$ cat src/rtl/wb_host_pkg.sv
// Shared types and constants for the Wishbone host initiator.
package wb_host_pkg;

  localparam int unsigned WB_DW   = 32;
  localparam int unsigned WB_SELW = 4;

  localparam logic [WB_DW-1:0] ERR_DATA_DEFAULT = 32'hDEAD_BEEF;

  typedef enum logic [1:0] {
    IDLE = 2'd0,
    BUS  = 2'd1,
    RESP = 2'd2
  } state_e;

endpackage

$ cat src/rtl/wb_timeout_counter.sv
// Saturating bus-cycle counter; expired is high for the one cycle in which
// the count sits at TIMEOUT_CYCLES-1.
module wb_timeout_counter #(
  parameter int unsigned TIMEOUT_CYCLES = 255
) (
  input  logic clk,
  input  logic rst_n,
  input  logic clear,
  input  logic enable,
  output logic expired
);

  localparam int unsigned CW = $clog2(TIMEOUT_CYCLES);
  localparam logic [CW-1:0] LAST = CW'(TIMEOUT_CYCLES - 1);
  localparam logic [CW-1:0] PRE  = CW'(TIMEOUT_CYCLES - 2);

  logic [CW-1:0] cnt;

  // expired is registered alongside the count so it aligns with cnt == LAST
  always_ff @(posedge clk) begin
    if (!rst_n || clear) begin
      cnt     <= '0;
      expired <= 1'b0;
    end else if (enable) begin
      if (cnt != LAST) cnt <= cnt + CW'(1);
      expired <= (cnt == PRE);
    end else begin
      expired <= 1'b0;
    end
  end

endmodule

$ cat src/rtl/wb_host_initiator.sv
// Single-transfer Wishbone classic initiator with command/response handshakes
// and a bus timeout for responders that never acknowledge.
module wb_host_initiator
  import wb_host_pkg::*;
#(
  parameter int unsigned       TIMEOUT_CYCLES = 255,
  parameter logic [WB_DW-1:0]  ERR_DATA       = ERR_DATA_DEFAULT
) (
  input  logic               wb_clk_i,
  input  logic               wb_rst_ni,
  input  logic               cmd_valid,
  output logic               cmd_ready,
  input  logic               cmd_we,
  input  logic [WB_SELW-1:0] cmd_sel,
  input  logic [WB_DW-1:0]   cmd_adr,
  input  logic [WB_DW-1:0]   cmd_dat,
  output logic               rsp_valid,
  input  logic               rsp_ready,
  output logic [WB_DW-1:0]   rsp_dat,
  output logic               rsp_err,
  output logic               wbm_cyc_o,
  output logic               wbm_stb_o,
  output logic               wbm_we_o,
  output logic [WB_SELW-1:0] wbm_sel_o,
  output logic [WB_DW-1:0]   wbm_adr_o,
  output logic [WB_DW-1:0]   wbm_dat_o,
  input  logic               wbm_ack_i,
  input  logic [WB_DW-1:0]   wbm_dat_i
);

  state_e state;
  logic   ack_clean_c;
  logic   cnt_clear_c;
  logic   cnt_enable_c;
  logic   expired;

  // An undriven (Z) or unknown ack from a deselected slot must not count
  assign ack_clean_c  = (wbm_ack_i === 1'b1);
  assign cnt_clear_c  = (state != BUS);
  assign cnt_enable_c = (state == BUS) && !ack_clean_c;

  wb_timeout_counter #(
    .TIMEOUT_CYCLES(TIMEOUT_CYCLES)
  ) u_timeout (
    .clk     (wb_clk_i),
    .rst_n   (wb_rst_ni),
    .clear   (cnt_clear_c),
    .enable  (cnt_enable_c),
    .expired (expired)
  );

  always_ff @(posedge wb_clk_i) begin
    if (!wb_rst_ni) begin
      state     <= IDLE;
      cmd_ready <= 1'b1;
      rsp_valid <= 1'b0;
      rsp_err   <= 1'b0;
      rsp_dat   <= '0;
      wbm_cyc_o <= 1'b0;
      wbm_stb_o <= 1'b0;
      wbm_we_o  <= 1'b0;
      wbm_sel_o <= '0;
      wbm_adr_o <= '0;
      wbm_dat_o <= '0;
    end else begin
      case (state)
        IDLE: begin
          if (cmd_valid) begin
            wbm_we_o  <= cmd_we;
            wbm_sel_o <= cmd_sel;
            wbm_adr_o <= cmd_adr;
            wbm_dat_o <= cmd_dat;
            wbm_cyc_o <= 1'b1;
            wbm_stb_o <= 1'b1;
            cmd_ready <= 1'b0;
            state     <= BUS;
          end
        end
        BUS: begin
          // Ack takes priority over a timeout landing in the same cycle
          if (ack_clean_c) begin
            wbm_cyc_o <= 1'b0;
            wbm_stb_o <= 1'b0;
            rsp_dat   <= wbm_we_o ? '0 : wbm_dat_i;
            rsp_err   <= 1'b0;
            rsp_valid <= 1'b1;
            state     <= RESP;
          end else if (expired) begin
            wbm_cyc_o <= 1'b0;
            wbm_stb_o <= 1'b0;
            rsp_dat   <= ERR_DATA;
            rsp_err   <= 1'b1;
            rsp_valid <= 1'b1;
            state     <= RESP;
          end
        end
        RESP: begin
          if (rsp_ready) begin
            rsp_valid <= 1'b0;
            cmd_ready <= 1'b1;
            state     <= IDLE;
          end
        end
        default: begin
          wbm_cyc_o <= 1'b0;
          wbm_stb_o <= 1'b0;
          rsp_valid <= 1'b0;
          cmd_ready <= 1'b1;
          state     <= IDLE;
        end
      endcase
    end
  end

endmodule

$ cat config.mk
export PLATFORM = sky130hd
export DESIGN_NAME = wb_host_initiator
export DESIGN_NICKNAME = d
export VERILOG_FILES = /design/src/rtl/wb_host_pkg.sv /design/src/rtl/wb_timeout_counter.sv /design/src/rtl/wb_host_initiator.sv
export SDC_FILE = /design/constraint.sdc
export NUM_CORES = 1
export LEC_CHECK = 0
export BUFFER_PORTS_ARGS = -buffer_cell sky130_fd_sc_hd__buf_2
export CAP_MARGIN = 20
export CORE_ASPECT_RATIO = 0.6
export CORE_MARGIN = 5
export CORE_UTILIZATION = 30
export CTS_BUF_LIST = sky130_fd_sc_hd__clkbuf_2
export DETAILED_ROUTE_END_ITERATION = 12
export PLACE_DENSITY = 0.65
export REMOVE_ABC_BUFFERS = 1
export SETUP_SLACK_MARGIN = 0.1
export SLEW_MARGIN = 20
export SYNTH_ARGS = -nofsm -noshare
export SYNTH_HDL_FRONTEND = slang
export SYNTH_HIERARCHICAL = 1
export SYNTH_SLANG_ARGS = --single-unit
export TNS_END_PERCENT = 50
$ cat constraint.sdc
create_clock -name wb_clk_i -period 3.2 [get_ports wb_clk_i]
set_input_delay 0.32 -clock wb_clk_i [delete_from_list [all_inputs] [get_ports wb_clk_i]]
set_output_delay 0.32 -clock wb_clk_i [all_outputs]
set_load 0.1 [all_outputs]
# Yosys cells after proc, flatten, opt, wreduce, memory -nomap -nowiden

Cells that the tools add are included.

Bits of input ports: 106
Output and inout port bits: 106
Word-level logic and storage cells: 60
Bits in latches: 0
Memories kept: 0
Flip-flop bits (word level): 116
Bits in writable memories: 0
Memory bits (read-only): 0

$lt $le $gt $ge: 0
Reductions and logical operators: 14
Add/sub/neg operators: 1
Div/mod/pow operators: 0
Equal/unequal tests: 9
Multiply operators: 0
Shift operators: 0
Bitwise logic cells: 4
Mux-type cells: 20

Operator list:

| cell                  | count |
|---|---|
| $mux W32              | 3 |
| $reduce_and A3 Y1     | 4 |
| $mux W1               | 9 |
| $pmux W1 S3           | 3 |
| $add A8 B1 Y8 const B | 1 |
| $eq A8 B8 Y1 const B  | 1 |
| $mux W2               | 4 |
| $ne A8 B8 Y1 const B  | 1 |
| $pmux W2 S3           | 1 |
| $reduce_and A2 Y1     | 3 |
| $ne A2 B2 Y1 const B  | 2 |
| $not A1 Y1            | 4 |
| $ne A3 B2 Y1 const B  | 1 |
| $eq A2 B1 Y1 const B  | 1 |
| $eq A2 B2 Y1 const B  | 1 |
| $logic_not A1 Y1      | 2 |
| $logic_not A2 Y1      | 1 |
| $ne A2 B1 Y1 const B  | 1 |
| $reduce_bool A2 Y1    | 1 |
| $reduce_or A2 Y1      | 1 |
| $eqx A1 B1 Y1 const B | 1 |
| $logic_and A1 B1 Y1   | 1 |
| $logic_or A1 B1 Y1    | 1 |

# Logic depth before layout (Yosys ltp)

Gate-level depths: netlist (run 1).

Word-level depth: 5
Mapped depth: 10
Depth with buffers taken out: 6

# Cells and area by module

Netlist (run 1), hierarchy kept.

By module, submodules not included:

| module             | cells each | seq. area each (sq um) | area an instance (sq um) | instances |
|---|---|---|---|---|
| wb_host_initiator  | 449        | 2142.1                 | 4154.0                   | 1 |
| wb_timeout_counter | 60         | 180.2                  | 529.3                    | 1 |

# Worst setup path after synthesis (run 1)

Ideal clock, no wire load.

Path type: reg2reg
Start point: register state[0]
End point: register u_timeout.cnt[6]
Cell stages (with the launch flop): 11
Data arrival time: 1665 ps
Path slack: 1403 ps
Library setup time: 131 ps
Cell sequence: dfxtp_1 buf_6 nor2b_1 buf_4 inv_2 buf_4 nor2_1 clkbuf_2 nand2_1 a2111oi_0 nor3_1

RTL lines:

| element                | line                     | text |
|---|---|---|
| start, declared        | wb_host_initiator.sv:31  | `state_e state;` |
| start signal, assigned | wb_host_initiator.sv:54  | `state <= IDLE;` |
| start signal, assigned | wb_host_initiator.sv:76  | `state <= BUS;` |
| start signal, assigned | wb_host_initiator.sv:87  | `state <= RESP;` |
| $ne A2 B1 Y1           | wb_host_initiator.sv:39  | `assign cnt_clear_c = (state != BUS);` |
| via cnt_clear_c        | wb_host_initiator.sv:33  | `logic cnt_clear_c;` |
| $logic_or A1 B1 Y1     | wb_timeout_counter.sv:21 | `if (!rst_n \|\| clear) begin` |
| end signal, assigned   | wb_timeout_counter.sv:25 | `if (cnt != LAST) cnt <= cnt + CW'(1);` |
| end, declared          | wb_timeout_counter.sv:17 | `logic [CW-1:0] cnt;` |

The timed path passes the listed nets, and every way through them passes these cells.
A chain may end at the register's enable or synchronous reset.

# Final worst setup path (run 1)

Start point: register state[0]
End point: register u_timeout.cnt[7]

Word-level cells in the longest chain between the ends: 3

Ends and longest elaborated chain:

| element                     | line                    | text |
|---|---|---|
| $eq A2 B1 Y1                | wb_host_initiator.sv:40 | `assign cnt_enable_c = (state == BUS) && !ack_clean_c;` |
| $logic_and A1 B1 Y1         | wb_host_initiator.sv:40 |  |
| via cnt_enable_c            | wb_host_initiator.sv:34 | `logic cnt_enable_c;` |
| $reduce_and A2 Y1 (no line) | --                      |  |

The timed path passes the listed nets, and every way through them passes these cells.

==> results.py, run 1 <==
metrics = {
    "global_route": {
        "grt_usage_pct": 15.8,
        "first_global_vias": 4682,
        "grt_max_degree": 73,
        "gr-total-overflow": 0,
        "grt_pass1_wl_mm": 23.4,
        "antenna_found_initial": 1,
    },
    "timing": {
        "layout_worst_path_cycle_share_pct": 67.9,
        "setup_violations": 0,
        "whs_ns": 0.108,
        "rsz0062_at_grt": "false",
        "period_needed_ns": 2.17,
        "report.final.slew_viol_count": 0,
        "tightest_slew_ns": 0.989,
        "finClkSkew_ns": 0.0270,
        "slew_headroom_pct": 34.1,
        "tns_ns": 0,
        "fmax_mhz": 460,
        "hold_viol_final": 0,
    },
    "placed_design": {
        "place_inst": 886,
        "port_buffers": 211,
        "dpl.hpwl_mm": 9.49,
        "place.gp.congestion": 0.835,
    },
    "floorplan": {
        "dieHeight_um": 107,
        "initial_core_util_pct": 30.6,
        "die-area_um2": 18300,
        "boundaryPins": 212,
        "core_um2": 15300,
        "dieWidth_um": 171,
        "rows": 35,
    },
    "synthesis": {
        "ys_ff_latch": 116,
        "synth-main-ff-cell": "dfxtp_1",
        "syn_inst": 509,
        "synth_edf_count": 0,
        "async_flop_share_pct": 0,
        "ys_types": 46,
        "synth_simple_gate_area_share_pct": 20.8,
        "synth-xor-area-share_pct": 0,
        "yosysSeqAreaShare_pct": 49.6,
        "ys.warnings.count": 6,
        "synth_area_per_cell_um2": 9.20,
        "synthAdderAreaFrac_pct": 0.801,
        "synth_top_family_by_area": "compound AO/OA/AOI/OAI gates",
        "yosys-mux-area-fraction_pct": 0.214,
        "synth_compound_area_share_pct": 23.0,
        "syn_area_um2": 4680,
    },
    "cells_and_area": {
        "layout-drive-gt1-share_pct": 34.1,
        "final_cells": 1025,
        "area_growth_pct": 52.5,
        "nFillCells": 1439,
        "mostFrequentLayoutCells": "211 x buf_2, 146 x nand2_1, 116 x dfxtp_1",
        "post-route-util_pct": 46.6,
        "fin_nets": 916,
        "layout_commonest_cell": "buf_2",
    },
    "power_and_ir_drop": {
        "ir_worst_vdd_mv": 0.253,
        "p_leak_nw": 3.21,
        "cellPowerDensity_nw_per_um2": 527,
    },
    "route": {
        "firstDrtPassIters": 7,
        "antenna_left": 0,
        "drcViolationCount": 0,
        "routed_wl_mm": 14.8,
        "vias": 4712,
        "vias_per_cell": 4.60,
        "drt_iter0_markers": 245,
        "wl_per_cell_um": 14.4,
    },
    "worst_setup_path": {
        "path_class": "register to register",
        "cp.required_ns": 3.72,
        "path_max_fanout": 12,
        "end_kind": "register",
        "startpoint_type": "register",
        "arrival_ns": 2.69,
    },
    "cts": {
        "cts_sinks": 116,
        "cts_hold_buf": 105,
        "h-tree-depth": 4,
        "cts_buffers": 17,
        "cts-resized-gates": 0,
        "clk_pin_slew_worst_paths_ns": 0.16,
        "ctsRootBufferMaster": "clkbuf_2",
        "cts_setup_buffers": 0,
        "clock_latency_ns": 0.62,
        "cts_tree": "yes",
        "ctsLongestPathBuffers": 2,
    },
    "run_status": {
        "status": "completed",
    },
    "flow_run": {
        "drv_cap": 0,
    },
    "hold_path": {
        "hold_class": "input port to register",
    },
}
[final cells by class]
type                            instances  area, µm²  area share, %
Antenna cell                            2       5.00         0.0701
Clock buffer                           21        105           1.47
Clock inverter                         11        159           2.23
Inverter                                5       18.8          0.263
Multi-Input combinational cell        346       2110           29.5
Sequential cell                       116       2320           32.5
Tap cell                              203        254           3.56
Timing Repair Buffer                  321       2170           30.4
[synth_stat cells (2+ instances only)]
cell / instances / area share (%)
nand2_1: 146 / 12
nand2b_1: 3 / 0.40
dfxtp_1: 116 / 50
o21ai_0: 11 / 1.2
buf_4: 3 / 0.48
a21oi_1: 7 / 0.75
nand3_1: 3 / 0.32
a21boi_1: 23 / 3.7
a2111o_1: 3 / 0.72
buf_2: 15 / 1.6
buf_6: 7 / 1.7
o31a_1: 2 / 0.37
clkbuf_1: 16 / 1.3
a21boi_0: 54 / 8.7
o221a_2: 23 / 5.5
o21ai_2: 3 / 0.56
o21a_1: 2 / 0.32
nor3_1: 3 / 0.32
inv_1: 4 / 0.32
nand4b_1: 8 / 1.5
nand4_1: 3 / 0.40
a211oi_1: 2 / 0.32
ha_1: 3 / 0.80
nor2b_1: 27 / 3.6
[per-layer routing]
layer / up-vias / share of wire, % / track usage (%)
met5: - / 0 / 0
met4: 0 / 1.5 / 5.09
met2: 177 / 44 / 25.1
li1: 2346 / - / -
met1: 2171 / 47 / 20.4
met3: 18 / 7.9 / 4.94
[per-stage QoR]
stage | power [W] | worst slack, ns | instance area, µm²
5_1_grt | 0.00394 | 0.753 | 7140
6_report | 0.00376 | 1.03 | 7140
3_3_place_gp | 0.00263 | 1.11 | 5820
3_5_place_dp | 0.00263 | 1.08 | 5820
2_1_floorplan | 0.00239 | 0.479 | 4440
4_1_cts | 0.00382 | 1.02 | 7140
[power by group]
| group | switching [W] | internal [W] |
|---|---|---|
| Combinational | 0.000841 | 0.000280 |
| Clock | 0.000546 | 0.000518 |
| Sequential | 0.0000463 | 0.00153 |
[registers in the layout (all words and copies together) (netlist names)]
| signal | count |
|---|---|
| rsp_dat | 32 |
| wbm_adr_o | 32 |
| wbm_dat_o | 32 |
| u_timeout/cnt | 8 |
| wbm_sel_o | 4 |
| state | 2 |
| cmd_ready | 1 |
| rsp_err | 1 |
| rsp_valid | 1 |
| u_timeout/expired | 1 |
| wbm_stb_o | 1 |
| wbm_we_o | 1 |
[logic make-up (layout without fill, tap and decap cells)]
logic type,count (synthesis),after routing
AO/OA/AOI/OAI,135,135
buffers and inverters,47,358
flip-flops,116,116
other,0,2
adder cells (fa/ha/maj),3,3
AND/OR/NAND/NOR,207,207
multiplexers,1,1
[path summary, 6_finish.rpt]
kind	end	start	slack [ns]	cells after the start
max	u_timeout/cnt[7]$_SDFFE_PP0P_	state[0]$_SDFFE_PN0P_	1.03	7
min	rsp_dat[30]$_SDFFE_PN0P_	wbm_dat_i[30]	0.11	3
max reg2reg	u_timeout/cnt[7]$_SDFFE_PP0P_	state[0]$_SDFFE_PN0P_	1.03	7
min reg2reg	wbm_dat_o[10]$_SDFFE_PN0P_	wbm_dat_o[10]$_SDFFE_PN0P_	0.46	2
[worst max-delay path, cell delays in order, from the launching register on]
cell and delay (ns):
dfxtp_1 0.53, nor2b_1 0.17, buf_4 0.18, inv_2 0.13, nor2_1 0.38, nand3_1 0.22
o31a_1 0.28, a211oi_1 0.20
(Power assumes the default switching activity.)
==> run 2: changes to the inputs <==
--- a/config.mk
+++ b/config.mk
@@ -5,6 +5,7 @@
 export SDC_FILE = /design/constraint.sdc
 export NUM_CORES = 1
 export LEC_CHECK = 0
+export ABC_AREA = 1
 export BUFFER_PORTS_ARGS = -buffer_cell sky130_fd_sc_hd__buf_2
 export CAP_MARGIN = 20
 export CORE_ASPECT_RATIO = 0.6
@@ -12,7 +13,7 @@
 export CORE_UTILIZATION = 30
 export CTS_BUF_LIST = sky130_fd_sc_hd__clkbuf_2
 export DETAILED_ROUTE_END_ITERATION = 12
-export PLACE_DENSITY = 0.65
+export PLACE_DENSITY = 0.66
 export REMOVE_ABC_BUFFERS = 1
 export SETUP_SLACK_MARGIN = 0.1
 export SLEW_MARGIN = 20
==> constraint.sdc (replaced) <==
create_clock -name wb_clk_i -period 2.15 [get_ports wb_clk_i]
set_input_delay 0.215 -clock wb_clk_i [delete_from_list [all_inputs] [get_ports wb_clk_i]]
set_output_delay 0.215 -clock wb_clk_i [all_outputs]
set_load 0.1 [all_outputs]
==> results.py, run 2 <==
metrics = {
    "route": {
        "drt_iter0_markers": 256,
        "vias_per_cell": 4.52,
        "routed_wl_mm": 15.6,
        "vias": 4995,
        "firstDrtPassIters": 8,
        "antenna_left": 0,
        "wl_per_cell_um": 14.1,
        "drcViolationCount": 0,
    },
    "cts": {
        "clk_pin_slew_worst_paths_ns": 0.22,
        "cts_buffers": 17,
        "h-tree-depth": 4,
        "cts_tree": "yes",
        "clock_latency_ns": 0.66,
        "cts_sinks": 116,
        "ctsLongestPathBuffers": 2,
        "ctsRootBufferMaster": "clkbuf_2",
    },
    "power_and_ir_drop": {
        "p_sw_w": 0.00262,
        "p_int_w": 0.00336,
        "ir_worst_vdd_mv": 0.428,
        "switching_share_pct": 43.8,
        "p_leak_nw": 3.39,
        "clkPwrFrac_pct": 24.7,
        "cellPowerDensity_nw_per_um2": 843,
        "combPwrFrac_pct": 35.1,
        "p_seq_share_pct": 40.2,
    },
    "synthesis": {
        "synthTopCellsByArea": "dfxtp_1 54%, nor2_1 16%, o21ai_0 8.0%",
        "syn_area_um2": 4330,
        "synth_top_family_by_area": "simple AND/OR/NAND/NOR gates",
        "synth_compound_area_share_pct": 16.0,
        "synth.cells.most_frequent": "184 x nor2_1, 116 x dfxtp_1, 69 x o21ai_0",
        "ys.warnings.count": 6,
        "ys_ff_latch": 116,
        "synth_edf_count": 0,
        "ys_types": 25,
        "yosys-mux-area-fraction_pct": 0,
        "yosysSeqAreaShare_pct": 53.6,
        "yosysMostFrequentCell": "nor2_1",
        "synthAdderAreaFrac_pct": 0.867,
        "synth_simple_gate_area_share_pct": 23.0,
        "synth_area_per_cell_um2": 7.69,
        "synth_top_area_share_pct": 53.6,
        "synth-xor-area-share_pct": 0.607,
        "yosysTopAreaCell": "dfxtp_1",
        "synth-main-ff-cell": "dfxtp_1",
        "async_flop_share_pct": 0,
        "syn_inst": 563,
    },
    "flow_run": {
        "drv_cap": 0,
    },
    "worst_setup_path": {
        "critPathBufInv": 3,
        "crit_chain": "inv_2 -> nor2_2 -> nand2_1 -> inv_4 -> o21ai_1 -> nor2_1 -> dlygate4sd3_1",
        "path_max_fanout": 40,
        "timing.rr.start": "state[0]$_SDFFE_PN0P_",
        "startpoint": "state[0]$_SDFFE_PN0P_",
        "arrival_ns": 2.56,
        "cp_top_family": "buffers and inverters",
        "startpoint_type": "register",
        "r2r_slack_ns": 0.20,
        "cpMaxStageDelayCell": "dlygate4sd3_1",
        "cp.required_ns": 2.76,
        "max_stage_delay_ns": 0.57,
        "path_class": "register to register",
        "end_kind": "register",
    },
    "timing": {
        "hold_viol_final": 0,
        "tightest_slew_ns": 0.631,
        "period_needed_ns": 1.95,
        "finalWorstSetupSlack_ns": 0.201,
        "finClkSkew_ns": 0.0486,
        "rsz0062_at_grt": "true",
        "report.final.slew_viol_count": 0,
        "slew_headroom_pct": 57.9,
        "fmax_mhz": 513,
        "setup_violations": 0,
        "layout_worst_path_cycle_share_pct": 90.7,
    },
    "cells_and_area": {
        "top_regs": "rsp_dat: 32 flops, wbm_adr_o: 32 flops, wbm_dat_o: 32 flops",
        "mostFrequentLayoutCells": "211 x buf_2, 184 x nor2_1, 129 x dlygate4sd3_1",
        "num_antenna_cells": 0,
        "layout_commonest_cell": "buf_2",
        "fin_nets": 1003,
        "area_growth_pct": 63.9,
        "final_cells": 1105,
        "layout-drive-gt1-share_pct": 29.2,
    },
    "global_route": {
        "gr-total-overflow": 0,
        "antenna_found_initial": 0,
        "grt_pass1_wl_mm": 24.0,
        "grt_max_degree": 98,
        "first_global_vias": 4919,
        "grt_usage_pct": 17.9,
    },
    "floorplan": {
        "core_um2": 14300,
        "dieWidth_um": 165,
        "boundaryPins": 212,
        "rows": 34,
        "initial_core_util_pct": 30.2,
        "dieHeight_um": 103,
        "die-area_um2": 17000,
    },
    "hold_path": {
        "hold_class": "input port to register",
        "worstHoldStart": "wbm_dat_i[13]",
    },
    "placed_design": {
        "port_buffers": 211,
        "place.gp.congestion": 0.780,
        "dpl.hpwl_mm": 8.97,
        "place_inst": 944,
        "dp_slack_ns": 0.563,
    },
    "run_status": {
        "status": "completed",
    },
}
-- run 2: routing by layer --
| metal | vias up | global-route usage, % | part of all wire [%] | routed length (µm) |
|---|---|---|---|---|
| li1 | 2485 | - | - | - |
| met2 | 215 | 28.5 | 45 | 7060 |
| met1 | 2256 | 21.9 | 43 | 6770 |
| met3 | 39 | 7.59 | 8.9 | 1390 |
| met4 | 0 | 6.26 | 2.2 | 348 |
| met5 | - | 0 | 0 | 0 |
-- run 2: kinds of logic (layout without fill, tap and decap cells) --
logic type               after synthesis  after routing
AND/OR/NAND/NOR                      249            249
AO/OA/AOI/OAI                        138            138
flip-flops                           116            116
buffers and inverters                 54            398
adder cells (fa/ha/maj)                3              3
XOR/XNOR                               3              3
-- run 2: final timing paths --
check,end,cells past startpoint
worst max-delay path,rsp_dat[16]$_SDFFE_PN0P_,7
worst min-delay path,rsp_dat[13]$_SDFFE_PN0P_,4
worst max register to register,rsp_dat[16]$_SDFFE_PN0P_,7
worst min register to register,rsp_valid$_SDFFE_PN0P_,2
-- run 2: what timing repair did --
action,4_1_cts,5_1_grt
buffers inserted,0,0
setup endpoints to repair,0,7
hold buffers,129,0
hold endpoints to repair,109,0
resized for setup,0,2
-- run 2: power by group through the flow --
stage	Sequential, W	Combinational, W	Clock, W
final	0.00240	0.00210	0.00148
after global routing	0.00242	0.00219	0.00164
after CTS	0.00240	0.00207	0.00154
after detailed placement	0.00244	0.00188	0
after global placement	0.00244	0.00188	0
after floorplan	0.00361	0.000299	0
-- run 2: worst min-delay path, stage by stage --
cell,delay (ns)
dlygate4sd3_1,0.52
buf_2,0.10
a21oi_1,0.05
nor2_1,0.09
-- run 2: metrics by stage --
stage                     instance area, µm²  hold WS [ns]  utilization (%)  power, W  TNS (ns)
after CTS                               7090         0.240             49.5   0.00601         0
final                                   7090         0.339             49.5   0.00598         0
after floorplan                         4150         0.299                -   0.00391   -0.0147
after global placement                  5550         0.450             38.7   0.00432         0
after global routing                    7090         0.215             49.5   0.00626         0
after detailed placement                5550         0.461             38.7   0.00432         0
-- run 2: cell type report --
type	instances	area (µm²)
clock inverter	13	151
fill	1325	7240
sequential	116	2320
timing repair buffer	348	2440
multi-input combinational	393	1760
inverter	18	72.6
tap	198	248
clock buffer	19	95.1
==> run 3: changes to the inputs <==
--- a/config.mk
+++ b/config.mk
@@ -6,6 +6,7 @@
 export NUM_CORES = 1
 export LEC_CHECK = 0
 export ABC_AREA = 1
+export ABC_CLOCK_PERIOD_IN_PS = 2150
 export BUFFER_PORTS_ARGS = -buffer_cell sky130_fd_sc_hd__buf_2
 export CAP_MARGIN = 20
 export CORE_ASPECT_RATIO = 0.6
@@ -13,6 +14,7 @@
 export CORE_UTILIZATION = 30
 export CTS_BUF_LIST = sky130_fd_sc_hd__clkbuf_2
 export DETAILED_ROUTE_END_ITERATION = 12
+export GPL_TIMING_DRIVEN = 0
 export PLACE_DENSITY = 0.66
 export REMOVE_ABC_BUFFERS = 1
 export SETUP_SLACK_MARGIN = 0.1
==> results.py, run 3 (synthesis results as in run 2) <==
metrics = {
    "run_status": {
        "status": "completed",
    },
    "floorplan": {
        "die-area_um2": 17000,
        "dieHeight_um": 103,
        "core_um2": 14300,
        "rows": 34,
        "boundaryPins": 212,
        "dieWidth_um": 165,
        "initial_core_util_pct": 30.2,
    },
    "global_route": {
        "grt_max_degree": 72,
        "first_global_vias": 4658,
        "grt_pass1_wl_mm": 22.6,
        "gr-total-overflow": 0,
        "grt_usage_pct": 16.6,
        "antenna_found_initial": 0,
    },
    "cells_and_area": {
        "area_growth_pct": 57.0,
        "nFillCells": 1426,
        "final_cells": 1078,
        "num_antenna_cells": 0,
        "top_regs": "rsp_dat: 32 flops, wbm_adr_o: 32 flops, wbm_dat_o: 32 flops",
        "mostFrequentLayoutCells": "210 x buf_2, 184 x nor2_1, 116 x dfxtp_1",
        "layout-drive-gt1-share_pct": 29.7,
        "fin_nets": 976,
        "layout_commonest_cell": "buf_2",
    },
    "placed_design": {
        "dpl.hpwl_mm": 9.07,
        "place.gp.congestion": 0.806,
        "place_inst": 939,
        "port_buffers": 211,
    },
    "power_and_ir_drop": {
        "cellPowerDensity_nw_per_um2": 829,
        "switching_share_pct": 45.7,
        "p_leak_nw": 3.23,
        "p_seq_share_pct": 42.6,
        "p_int_w": 0.00306,
        "ir_worst_vdd_mv": 0.458,
        "clkPwrFrac_pct": 21.3,
        "combPwrFrac_pct": 36.1,
        "p_sw_w": 0.00258,
    },
    "route": {
        "routed_wl_mm": 14.6,
        "drt_iter0_markers": 206,
        "vias_per_cell": 4.46,
        "wl_per_cell_um": 13.5,
        "antenna_left": 0,
        "firstDrtPassIters": 4,
        "vias": 4811,
        "drcViolationCount": 0,
    },
    "timing": {
        "fmax_mhz": 511,
        "rsz0062_at_grt": "false",
        "whs_ns": 0.344,
        "hold_viol_final": 0,
        "tightest_slew_ns": 0.905,
        "period_needed_ns": 1.96,
        "tns_ns": 0,
        "layout_worst_path_cycle_share_pct": 91.0,
        "setup_violations": 0,
        "report.final.slew_viol_count": 0,
        "finClkSkew_ns": 0.0543,
        "slew_headroom_pct": 39.5,
    },
    "cts": {
        "h-tree-depth": 4,
        "clk_pin_slew_worst_paths_ns": 0.24,
        "ctsRootBufferMaster": "clkbuf_2",
        "cts_sinks": 116,
        "cts_buffers": 17,
        "clock_latency_ns": 0.65,
        "cts_tree": "yes",
        "ctsLongestPathBuffers": 2,
    },
    "worst_setup_path": {
        "timing.rr.start": "wbm_we_o$_SDFFE_PN0P_",
        "startpoint": "wbm_we_o$_SDFFE_PN0P_",
        "cpMaxStageDelayCell": "dlygate4sd3_1",
        "critPathBufInv": 2,
        "arrival_ns": 2.50,
        "end_kind": "register",
        "crit_chain": "clkinvlp_4 -> a31oi_1 -> dlygate4sd3_1 -> nor2_1",
        "r2r_slack_ns": 0.19,
        "path_depth": 4,
        "r2r-end": "rsp_dat[4]$_SDFFE_PN0P_",
        "path_max_fanout": 33,
        "cp_top_family": "buffers and inverters",
        "path_class": "register to register",
        "max_stage_delay_ns": 0.57,
        "startpoint_type": "register",
        "crit_path_end": "rsp_dat[4]$_SDFFE_PN0P_",
        "cp.required_ns": 2.69,
        "r2r_cells": 4,
    },
    "hold_path": {
        "hold_class": "input port to register",
        "worstHoldStart": "wbm_dat_i[15]",
    },
    "flow_run": {
        "drv_cap": 0,
    },
}
[run 3: changes by cell type in the layout (fill, tap and decap cells not counted), sizes merged]
cell | before | now
bufinv | 2 | 0
clkinv | 7 | 9
inv | 21 | 19
dlygate4sd3 | 129 | 107
clkbuf | 19 | 17
buf | 219 | 214
clkinvlp | 1 | 5
[run 3: area by class of cell]
type | count | area, µm² | area share [%]
repair buffers | 321 | 2190 | 32.2
clock buffers | 17 | 85.1 | 1.25
multi-input cells | 393 | 1770 | 26.0
well taps | 198 | 248 | 3.65
clock inverters | 15 | 111 | 1.64
inverters | 18 | 73.8 | 1.09
flip-flops and latches | 116 | 2320 | 34.2
[run 3: metrics by stage]
stage,total power (W),setup slack [ns],utilization [%],cell area (µm²)
after floorplan,0.00391,-0.0147,-,4150
final,0.00563,0.193,47.4,6800
after CTS,0.00571,0.183,47.4,6790
after global routing,0.00593,0.113,47.4,6800
after detailed placement,0.00431,0.457,38.5,5520
after global placement,0.00429,-1.08,38.0,5450
[run 3: per-layer routing]
| layer | global-route usage (%) | part of all wire [%] | routed length, µm | up-vias |
|---|---|---|---|---|
| li1 | - | - | - | 2434 |
| met1 | 21.0 | 46 | 6680 | 2167 |
| met2 | 25.9 | 43 | 6280 | 188 |
| met3 | 7.11 | 9.8 | 1420 | 22 |
| met4 | 5.18 | 1.5 | 216 | 0 |
| met5 | 0 | 0 | 0 | - |
[run 3: how the worst min path moves through the flow]
stage                                to  slack, ns  cells after the start
2_1_floorplan    cmd_ready$_SDFFE_PN1P_       0.30                      1
3_3_place_gp     cmd_ready$_SDFFE_PN1P_       0.44                      2
3_5_place_dp     cmd_ready$_SDFFE_PN1P_       0.45                      2
4_1_cts        rsp_dat[16]$_SDFFE_PN0P_       0.22                      4
5_1_grt         rsp_dat[7]$_SDFFE_PN0P_       0.24                      4
6_report       rsp_dat[15]$_SDFFE_PN0P_       0.34                      4
[run 3: what timing repair did]
item,CTS,global route
hold buffers,107,0
endpoints found under the setup margin,0,1
setup buffers,0,0
hold endpoints to repair,106,0
gates resized for setup,0,1
[run 3: worst min-delay path, cell delays in order]
cell and delay (ns):
dlygate4sd3_1 0.52, buf_2 0.10, a21oi_1 0.05, nor2_1 0.10
[run 3: power by group through the flow]
| stage | clock network, W | registers (W) | logic (W) |
|---|---|---|---|
| floorplan | 0 | 0.00361 | 0.000299 |
| finish | 0.00120 | 0.00240 | 0.00203 |
| CTS | 0.00129 | 0.00240 | 0.00203 |
| global route | 0.00138 | 0.00242 | 0.00213 |
| global placement | 0 | 0.00244 | 0.00186 |
| detailed placement | 0 | 0.00244 | 0.00187 |
